## config.mk

```make
export PLATFORM = sky130hd
export DESIGN_NAME = reg_write4
export DESIGN_NICKNAME = d
export VERILOG_FILES = /design/src/rtl/cpu8_pkg.sv /design/src/rtl/wb_skid_buf.sv /design/src/rtl/reg_write4.sv
export SDC_FILE = /design/constraint.sdc
export NUM_CORES = 1
export LEC_CHECK = 0
export CORE_UTILIZATION = 54
export DETAILED_ROUTE_END_ITERATION = 10
export GPL_ROUTABILITY_DRIVEN = 1
export PLACE_DENSITY = 0.81
export SLEW_MARGIN = 20
export SYNTH_ARGS = -nofsm -noshare
export SYNTH_HDL_FRONTEND = slang
export SYNTH_SLANG_ARGS = --single-unit
```

## constraint.sdc

```tcl
create_clock -name clk -period 4.6 [get_ports clk]
set_clock_uncertainty 0.15 [all_clocks]
set_input_delay 0.92 -clock clk [delete_from_list [all_inputs] [get_ports clk]]
set_output_delay 0.92 -clock clk [all_outputs]
set_load 0.03 [all_outputs]
```

## src/rtl/cpu8_pkg.sv

```systemverilog
// cpu8_pkg: shared definitions for the 8-bit CPU register file path.
//   DW_DEF       default datapath width
//   REG_A..REG_D destination select encodings (reg_sel4)
//   wb_state_t   write-back queue occupancy (EMPTY/ONE/TWO)
package cpu8_pkg;
    localparam int DW_DEF = 8;

    localparam logic [1:0] REG_A = 2'd0;
    localparam logic [1:0] REG_B = 2'd1;
    localparam logic [1:0] REG_C = 2'd2;
    localparam logic [1:0] REG_D = 2'd3;

    typedef enum logic [1:0] {
        EMPTY = 2'd0,
        ONE   = 2'd1,
        TWO   = 2'd2
    } wb_state_t;
endpackage

```

## src/rtl/wb_skid_buf.sv

```systemverilog
// wb_skid_buf: two-entry {sel,data} write-back queue storage.
// Occupancy is owned by the caller's FSM and fed back in through occ, so
// the slot contents and the occupancy can never disagree.
//   clk, rst            clock, synchronous active-high reset
//   occ                 current occupancy (EMPTY/ONE/TWO)
//   push                accepted transfer this edge (caller guarantees occ != TWO)
//   pop                 head entry committed this edge (caller guarantees occ != EMPTY)
//   in_sel, in_data     entry to enqueue
//   head_sel, head_data oldest entry (slot 0)
//   next_sel, next_data second entry (slot 1), meaningful only when occ == TWO
module wb_skid_buf
    import cpu8_pkg::*;
#(
    parameter int DW = DW_DEF
) (
    input  logic            clk,
    input  logic            rst,
    input  wb_state_t       occ,
    input  logic            push,
    input  logic            pop,
    input  logic [1:0]      in_sel,
    input  logic [DW-1:0]   in_data,
    output logic [1:0]      head_sel,
    output logic [DW-1:0]   head_data,
    output logic [1:0]      next_sel,
    output logic [DW-1:0]   next_data
);
    logic [1:0][1:0]    sel_q;
    logic [1:0][DW-1:0] data_q;

    always_ff @(posedge clk) begin
        if (rst) begin
            sel_q  <= '0;
            data_q <= '0;
        end else begin
            case ({push, pop})
                2'b10: begin
                    // Enqueue behind whatever is already held.
                    if (occ == EMPTY) begin
                        sel_q[0]  <= in_sel;
                        data_q[0] <= in_data;
                    end else begin
                        sel_q[1]  <= in_sel;
                        data_q[1] <= in_data;
                    end
                end
                2'b01: begin
                    // Second entry (if any) advances to head.
                    sel_q[0]  <= sel_q[1];
                    data_q[0] <= data_q[1];
                end
                2'b11: begin
                    // Only reachable with one entry: head leaves, new one takes its place.
                    sel_q[0]  <= in_sel;
                    data_q[0] <= in_data;
                end
                default: ;
            endcase
        end
    end

    assign head_sel  = sel_q[0];
    assign head_data = data_q[0];
    assign next_sel  = sel_q[1];
    assign next_data = data_q[1];
endmodule

```

## src/rtl/reg_write4.sv

```systemverilog
// reg_write4: write side of the 4-register file. Accepts {reg_sel4,wr_data}
// under valid/ready, queues up to two, and commits them in order into A..D,
// one per cycle unless hold freezes write-back.
//   clk, rst        clock, synchronous active-high reset
//   wr_valid/ready  input handshake (ready has no path from wr_valid)
//   wr_data         word to write
//   reg_sel4        destination 0=A 1=B 2=C 3=D
//   hold            1 = no commits this cycle (queue still accepts until full)
//   Aq,Bq,Cq,Dq     register contents
//   busy            a queued write has not committed yet
// Build option: define WB_BYPASS_EN to drive Aq..Dq from the newest queued
// entry targeting each register (forwarded view); stored state is unchanged.
module reg_write4
    import cpu8_pkg::*;
#(
    parameter int            DW      = DW_DEF,
    parameter logic [DW-1:0] RST_VAL = '0
) (
    input  logic            clk,
    input  logic            rst,
    input  logic            wr_valid,
    output logic            wr_ready,
    input  logic [DW-1:0]   wr_data,
    input  logic [1:0]      reg_sel4,
    input  logic            hold,
    output logic [DW-1:0]   Aq,
    output logic [DW-1:0]   Bq,
    output logic [DW-1:0]   Cq,
    output logic [DW-1:0]   Dq,
    output logic            busy
);
    wb_state_t          state_q, state_d;
    logic               acc, com;
    logic [1:0]         head_sel, next_sel;
    logic [DW-1:0]      head_data, next_data;
    logic [3:0][DW-1:0] regs_q;
    logic [3:0][DW-1:0] view;

    assign wr_ready = (state_q != TWO) && !rst;
    assign busy     = (state_q != EMPTY);
    assign acc      = wr_valid && wr_ready;
    assign com      = !hold && (state_q != EMPTY);

    always_ff @(posedge clk) begin
        if (rst) state_q <= EMPTY;
        else     state_q <= state_d;
    end

    always_comb begin
        state_d = state_q;
        case (state_q)
            EMPTY: if (acc) state_d = ONE;
            ONE: begin
                if (acc && !com)      state_d = TWO;
                else if (!acc && com) state_d = EMPTY;
            end
            TWO:   if (com) state_d = ONE;
            default: state_d = EMPTY;
        endcase
    end

    wb_skid_buf #(.DW(DW)) u_q (
        .clk       (clk),
        .rst       (rst),
        .occ       (state_q),
        .push      (acc),
        .pop       (com),
        .in_sel    (reg_sel4),
        .in_data   (wr_data),
        .head_sel  (head_sel),
        .head_data (head_data),
        .next_sel  (next_sel),
        .next_data (next_data)
    );

    always_ff @(posedge clk) begin
        if (rst) begin
            for (int r = 0; r < 4; r++) regs_q[r] <= RST_VAL;
        end else if (com) begin
            regs_q[head_sel] <= head_data;
        end
    end

    for (genvar r = 0; r < 4; r++) begin : g_view
`ifdef WB_BYPASS_EN
        localparam logic [1:0] RSEL = 2'(r);
        // Newest entry wins: second slot overrides head, head overrides stored.
        always_comb begin
            view[r] = regs_q[r];
            if (state_q != EMPTY && head_sel == RSEL) view[r] = head_data;
            if (state_q == TWO && next_sel == RSEL)   view[r] = next_data;
        end
`else
        assign view[r] = regs_q[r];
`endif
    end

`ifndef WB_BYPASS_EN
    // Queue contents only matter for commit when nothing is forwarded.
    logic unused_next;
    assign unused_next = ^{next_sel, next_data};
`endif

    assign Aq = view[REG_A];
    assign Bq = view[REG_B];
    assign Cq = view[REG_C];
    assign Dq = view[REG_D];
endmodule

```

# Yosys cells after proc, flatten, opt, wreduce, memory -nomap -nowiden
# Cells that the tools add are included.
[op_classes] order_cmp=2 n_eq_ne=10 muxes=12 bitwise=1 n_reduce_logical=16
[ops] cell="32-bit bitwise mux" n=1
[ops] cell="8-bit one-hot mux with 3 select lines" n=1
[ops] cell="8-bit demux with 2-bit select" n=1
[ops] cell="8-bit 2-to-1 mux" n=2
[ops] cell="2-bit one-hot mux with 3 select lines" n=2
[ops] cell="2-bit 2-to-1 mux" n=5
[ops] cell="2-bit equality test (second input constant)" n=3
[ops] cell="1-bit logical AND" n=6
[ops] cell="2-bit != test (second input constant)" n=3
[ops] cell="2-bit by 1-bit equality test with 1-bit output (second input constant)" n=2
[ops] cell="1-bit logical NOT" n=4
[ops] cell="2-bit AND reduction" n=2
[ops] cell="2-bit by 3-bit less-than comparator with 1-bit output (second input constant)" n=1
[ops] cell="3-bit != test (second input constant)" n=1
[ops] cell="3-bit AND reduction" n=1
[ops] cell="3-bit nonzero test" n=1
[ops] cell="2-bit by 1-bit >= comparator with 1-bit output (second input constant)" n=1
[ops] cell="2-bit logical NOT" n=1
[ops] cell="2-bit by 1-bit != test with 1-bit output (second input constant)" n=1
[ops] cell="2-bit nonzero test" n=1
[ops] cell="1-bit inverter" n=1
[word_totals] reg_bits=54 word_cells=50

# Depth between registers and ports, before layout
[logic_depth] depth_word=8 ltp_mapped=8

# Cells and area by module
# A second synthesis with hierarchy kept.
[unflattened] hier_cells=226 area_unflattened_um2=2407.3
[by_module_without_submodules] mod="reg_write4" n_inst=1 cells_per_inst=130 area_per_inst_um2=1472.7 seq_area_each_um2=680.7
[by_module_without_submodules] mod="wb_skid_buf" n_inst=1 cells_per_inst=96 area_per_inst_um2=934.6 seq_area_each_um2=400.4

# Least setup slack after synthesis
# No wires, ideal clock.
[synth_path] kind="input -> register" startpoint="input rst" endpoint="register u_q.data_q, in the netlist u_q.head_data[1]" t_arrival_ps=2643 setup_slack_ps=1726 cell_stages=7 cell_sequence="clkbuf_1 a21oi_1 nand2_1 ha_1 buf_1 mux2i_1 a211oi_2"
[synth_via] elab_chain_cells=6
[synth_rtl] element="start: declaration" line="reg_write4.sv:20" rtl="input logic rst,"
[synth_rtl] element="1-bit logical NOT (*)" line="reg_write4.sv:39" rtl="assign wr_ready = (state_q != TWO) && !rst;"
[synth_rtl] element="1-bit logical AND (*)" line="reg_write4.sv:39"
[synth_rtl] element="via wr_ready" line="reg_write4.sv:22" rtl="output logic wr_ready,"
[synth_rtl] element="1-bit logical AND (*)" line="reg_write4.sv:41" rtl="assign acc = wr_valid && wr_ready;"
[synth_rtl] element="2-bit equality test / 2-bit by 1-bit equality test with 1-bit output (equally long branches)" line="wb_skid_buf.sv:36" rtl="case ({push, pop})"
[synth_rtl] element="2-bit by 1-bit != test with 1-bit output (no line) / 3-bit nonzero test (equally long branches)"
[synth_rtl] element="2-bit AND reduction (no line)"
[synth_rtl] element="end: declaration" line="wb_skid_buf.sv:29" rtl="logic [1:0][DW-1:0] data_q;"
# The timed path passes the listed nets; every way through them passes the cells marked *.
# A chain may end at the register's enable or synchronous reset.

# Worst setup path after layout
[layout_path] startpoint="input rst" endpoint="output wr_ready"
[layout_via] elab_chain_cells=2
[layout_rtl] element="1-bit logical NOT" line="reg_write4.sv:39"
[layout_rtl] element="1-bit logical AND" line="reg_write4.sv:39"
[layout_rtl] element="end: declaration" line="reg_write4.sv:22"
# No other way between the ends.

==> metrics list <==
- Status: finished clean
- Final Max Slew Viols: 0
- The clock passes through at most 2 buffers.
- Finish-stage setup viols: 0
* Register area: 1080 um2
* Number of global-route vias before repair: between 1500 and 2000
- Clk pwr share: 28.7%
- Initial antenna violation count: 0
* Syn Nets: approximately 230
- Overall power consumption after layout is estimated at approximately 840 uW.
* Layout cell share with drive strength beyond 1: about 10%
* Xor/xnor cell area share of the yosys netlist: 0%
* Hpwl dp: between 2 and 3 mm
* Post_cts resized: 0
* Number of DRC markers after the initial detailed-route iteration: 83
* Measured slew at the worst slew-check pin: a little under 700 ps
- Crit Reg-Reg Startpoint: state_q[1]
- The area growth from synthesis to layout is 24.6%.
- Post-DR vias/cell: ~5.3
- Power density cells: a little over 300 nW/um2
- Pin count of the biggest net entering global routing: 41
- Fill cells in the final layout number roughly 310.
* Worst Reg2Reg Path Length in Cells: 5
* Cells on Worst Hold Path: 2
- Summing the areas of all compound-gate instances in the mapped netlist gives under 10% of the synthesized area.
- Measured on the finished design, the core utilization comes to roughly three quarters.
- Number of levels in the clock H-tree: 2
* Total internal power: 635 uW
* Wire per inst: ~14 um
- Antenna-violating nets left: 0
- Reg2reg setup slack: about 2400 ps
- The synthesized design contains 0 enable-type register cells.
- Cts-stage hold buffer count: 0
- For this run, the leading register cell type out of synthesis is sky130_fd_sc_hd__dfxtp_1.
- The final critical path takes up between 70% and 80% of the cycle.
* Worst Min Path Start: Aq[0]
* Residual overflow from global routing: 0
- Worst slew slack as a fraction of its limit: a little over half
- Vertical die dimension: between 60 and 70 um
- Antenna cell count: 0
- Post-Syn Instances: approximately 220
- Share of total power in sequential cells: 58.5%
- The first detailed-routing pass took 4 iterations.
- Placeable core region: about 3800 um2
- Weighted congestion at the end of routability-driven global placement: 0.780
- Crit start category: input pin
- Post-synthesis adder-cell area fraction: 1.12%
* Max Fanout on Critical Path: 3
* Switching Share: between 20 and 25%
- Clock tree synthesis inserted a total of 5 buffers.
- The setup path with the least slack is of type input pin to primary output.
- At the later pin of the worst-skew pair, clock insertion delay measures 300 ps.
- The floorplan step defined a die boundary enclosing about 4400 um2.
* Global-route wire length before repair: approximately 7 mm
- 48 I/O pins were placed.
* Endpoints failing hold: 0
- At the worst endpoint, the arrival time is 2230 ps.
- The analysis attributes to net switching a power of approximately 210 uW.
* Number of distinct library cells after synthesis: 26
- FFs w/ async S/R, synth: 0%
* Final sum of negative setup slack: 0 ps
- The count of buffers added on input and output ports is 47.
* Highest clock frequency the design can meet: roughly 0.30 GHz
- In this run the mean area of a mapped cell was slightly above 10 um2.
- Leakage power of the design: 1.17 nW
- Across the run, the number of max-cap violations was 0.
- After synthesis, the largest family of logic cells by area is multiplexers.
- The cell area that synthesis handed to floorplanning was between 2000 and 2500 um2.
- Clock-pin slew reported for the worst setup and hold paths after clock tree synthesis: about 80 ps
- Smallest hold slack: between 300 and 400 ps
* Destination of the worst register-to-register timing path: u_q.head_data[7]
* Portion of total power attributed to combinational logic: 12.8%
* Data required, critical path: between 3000 and 4000 ps
- Initial Utilization: between 50% and 60%
- For this run, the total global-route usage over all layers was measured as a little over a fifth.
* Min-delay worst type: flip-flop to flip-flop
* FP Rows: 22
- Vias post-DR: between 1500 and 2000
- Post-CTS Setup Bufs: 0
* RSZ-0062 raised after global routing: false
* Fraction of the mapped netlist area in simple logic gates: around 15%
- Net count reported at finish: 272
- Clock sink count: 54
- The Yosys step of the flow raised 0 warnings.
- Horizontal extent of the die: about 66 um
* Area occupied by multi-input gates: around 1100 um2
- Flip-flop and latch count after synthesis: 54
- For this run, the register share of the synthesized area comes to between 40% and 50%.
- Post-route DRC: 0
- Critical Path Sink Type: primary output
* Largest vdd supply drop: 0.260 mV
* Total Routed Length: 4.21 mm
- Final critical delay including setup and external delays: ~3300 ps
* Root buf cell: sky130_fd_sc_hd__clkbuf_8
- For hold timing, the worst endpoint is Aq[0].
- Of the post-synthesis cell area, the part taken by muxes is a little under a quarter.
- CTS tree: built
-- routing by layer --
layer	track usage [%]	share of wire, %	wire [um]
met5	0	0	0
met4	7.18	1.2	51
met3	4.48	5.2	218
met2	36.6	47	1960
met1	28.1	47	1980
-- synth_stat cells (all sizes together) (2+ instances only) --
cell    number  area share (%)
nand2       42             7.1
buf          9             2.5
mux2i       52              23
a211oi      10             5.6
nand3b       3             1.0
clkbuf       6             1.0
a21oi        2            0.45
or2          2            0.56
nor2        11             1.9
ha           2             1.1
inv          3            0.51
nor3        11             3.0
dfxtp       54              48
-- worst max path at each step --
stage / end / slack, ps / depth (start not counted) / start
after floorplan: u_q.head_data[1] / 1730 / 7 / rst
after global placement: wr_ready / 1300 / 3 / rst
after detailed placement: wr_ready / 1290 / 3 / rst
after CTS: wr_ready / 1290 / 3 / rst
after global routing: wr_ready / 1190 / 3 / rst
final: wr_ready / 1300 / 3 / rst
-- power groups by stage --
| stage | clock, mW | combinational, mW | sequential (mW) |
|---|---|---|---|
| floorplan | 0 | 0.0737 | 0.507 |
| global placement | 0 | 0.107 | 0.504 |
| detailed placement | 0 | 0.108 | 0.505 |
| CTS | 0.249 | 0.109 | 0.494 |
| global route | 0.267 | 0.118 | 0.496 |
| finish | 0.242 | 0.108 | 0.494 |
-- registers in the layout, summed over array words and instances, names as in the netlist --
register	cells
state_q	2
u_q.next_sel	2
u_q.head_sel	2
u_q.next_data	8
Aq	8
Cq	8
Dq	8
Bq	8
u_q.head_data	8
-- stage by stage --
stage	instance area, um2	worst slack [ps]	cells
finish	2780	1300	304
global route	2780	1190	304
CTS	2770	1290	304
detailed placement	2700	1290	297
global placement	2700	1300	297
floorplan	2230	1730	215
-- critical path, stage by stage --
cell and delay (ps):
sky130_fd_sc_hd__clkdlybuf4s50_1 410, sky130_fd_sc_hd__a21oi_1 190, sky130_fd_sc_hd__clkdlybuf4s50_1 700
-- layout make-up --
cell class / instances / share of cell area (%)
clock buffers: 7 / 2.75
inverters: 3 / 0.405
multi-input cells: 143 / 38.3
flip-flops and latches: 54 / 38.9
well taps: 48 / 2.16
repair buffers: 49 / 17.5
-- kinds of logic after synthesis --
kind of cell / Yosys count
multiplexers: 52
adder cells (fa/ha/maj): 2
AND/OR/NAND/NOR: 73
buffers and inverters: 18
AO/OA/AOI/OAI: 16
flip-flops: 54
-- cells in the final DEF, fill, tap and decap left out, types with 3 or more instances in the layout --
master | synthesis | routed
sky130_fd_sc_hd__nand3b_1 | 3 | 3
sky130_fd_sc_hd__a211oi_2 | 10 | 10
sky130_fd_sc_hd__nor2_1 | 11 | 11
sky130_fd_sc_hd__clkbuf_8 | 0 | 5
sky130_fd_sc_hd__clkdlybuf4s50_1 | 0 | 47
sky130_fd_sc_hd__dfxtp_1 | 54 | 54
sky130_fd_sc_hd__nor3_1 | 10 | 10
sky130_fd_sc_hd__nand2_1 | 42 | 42
sky130_fd_sc_hd__mux2i_1 | 52 | 52
No activity file was read; power rests on OpenSTA's default activity.
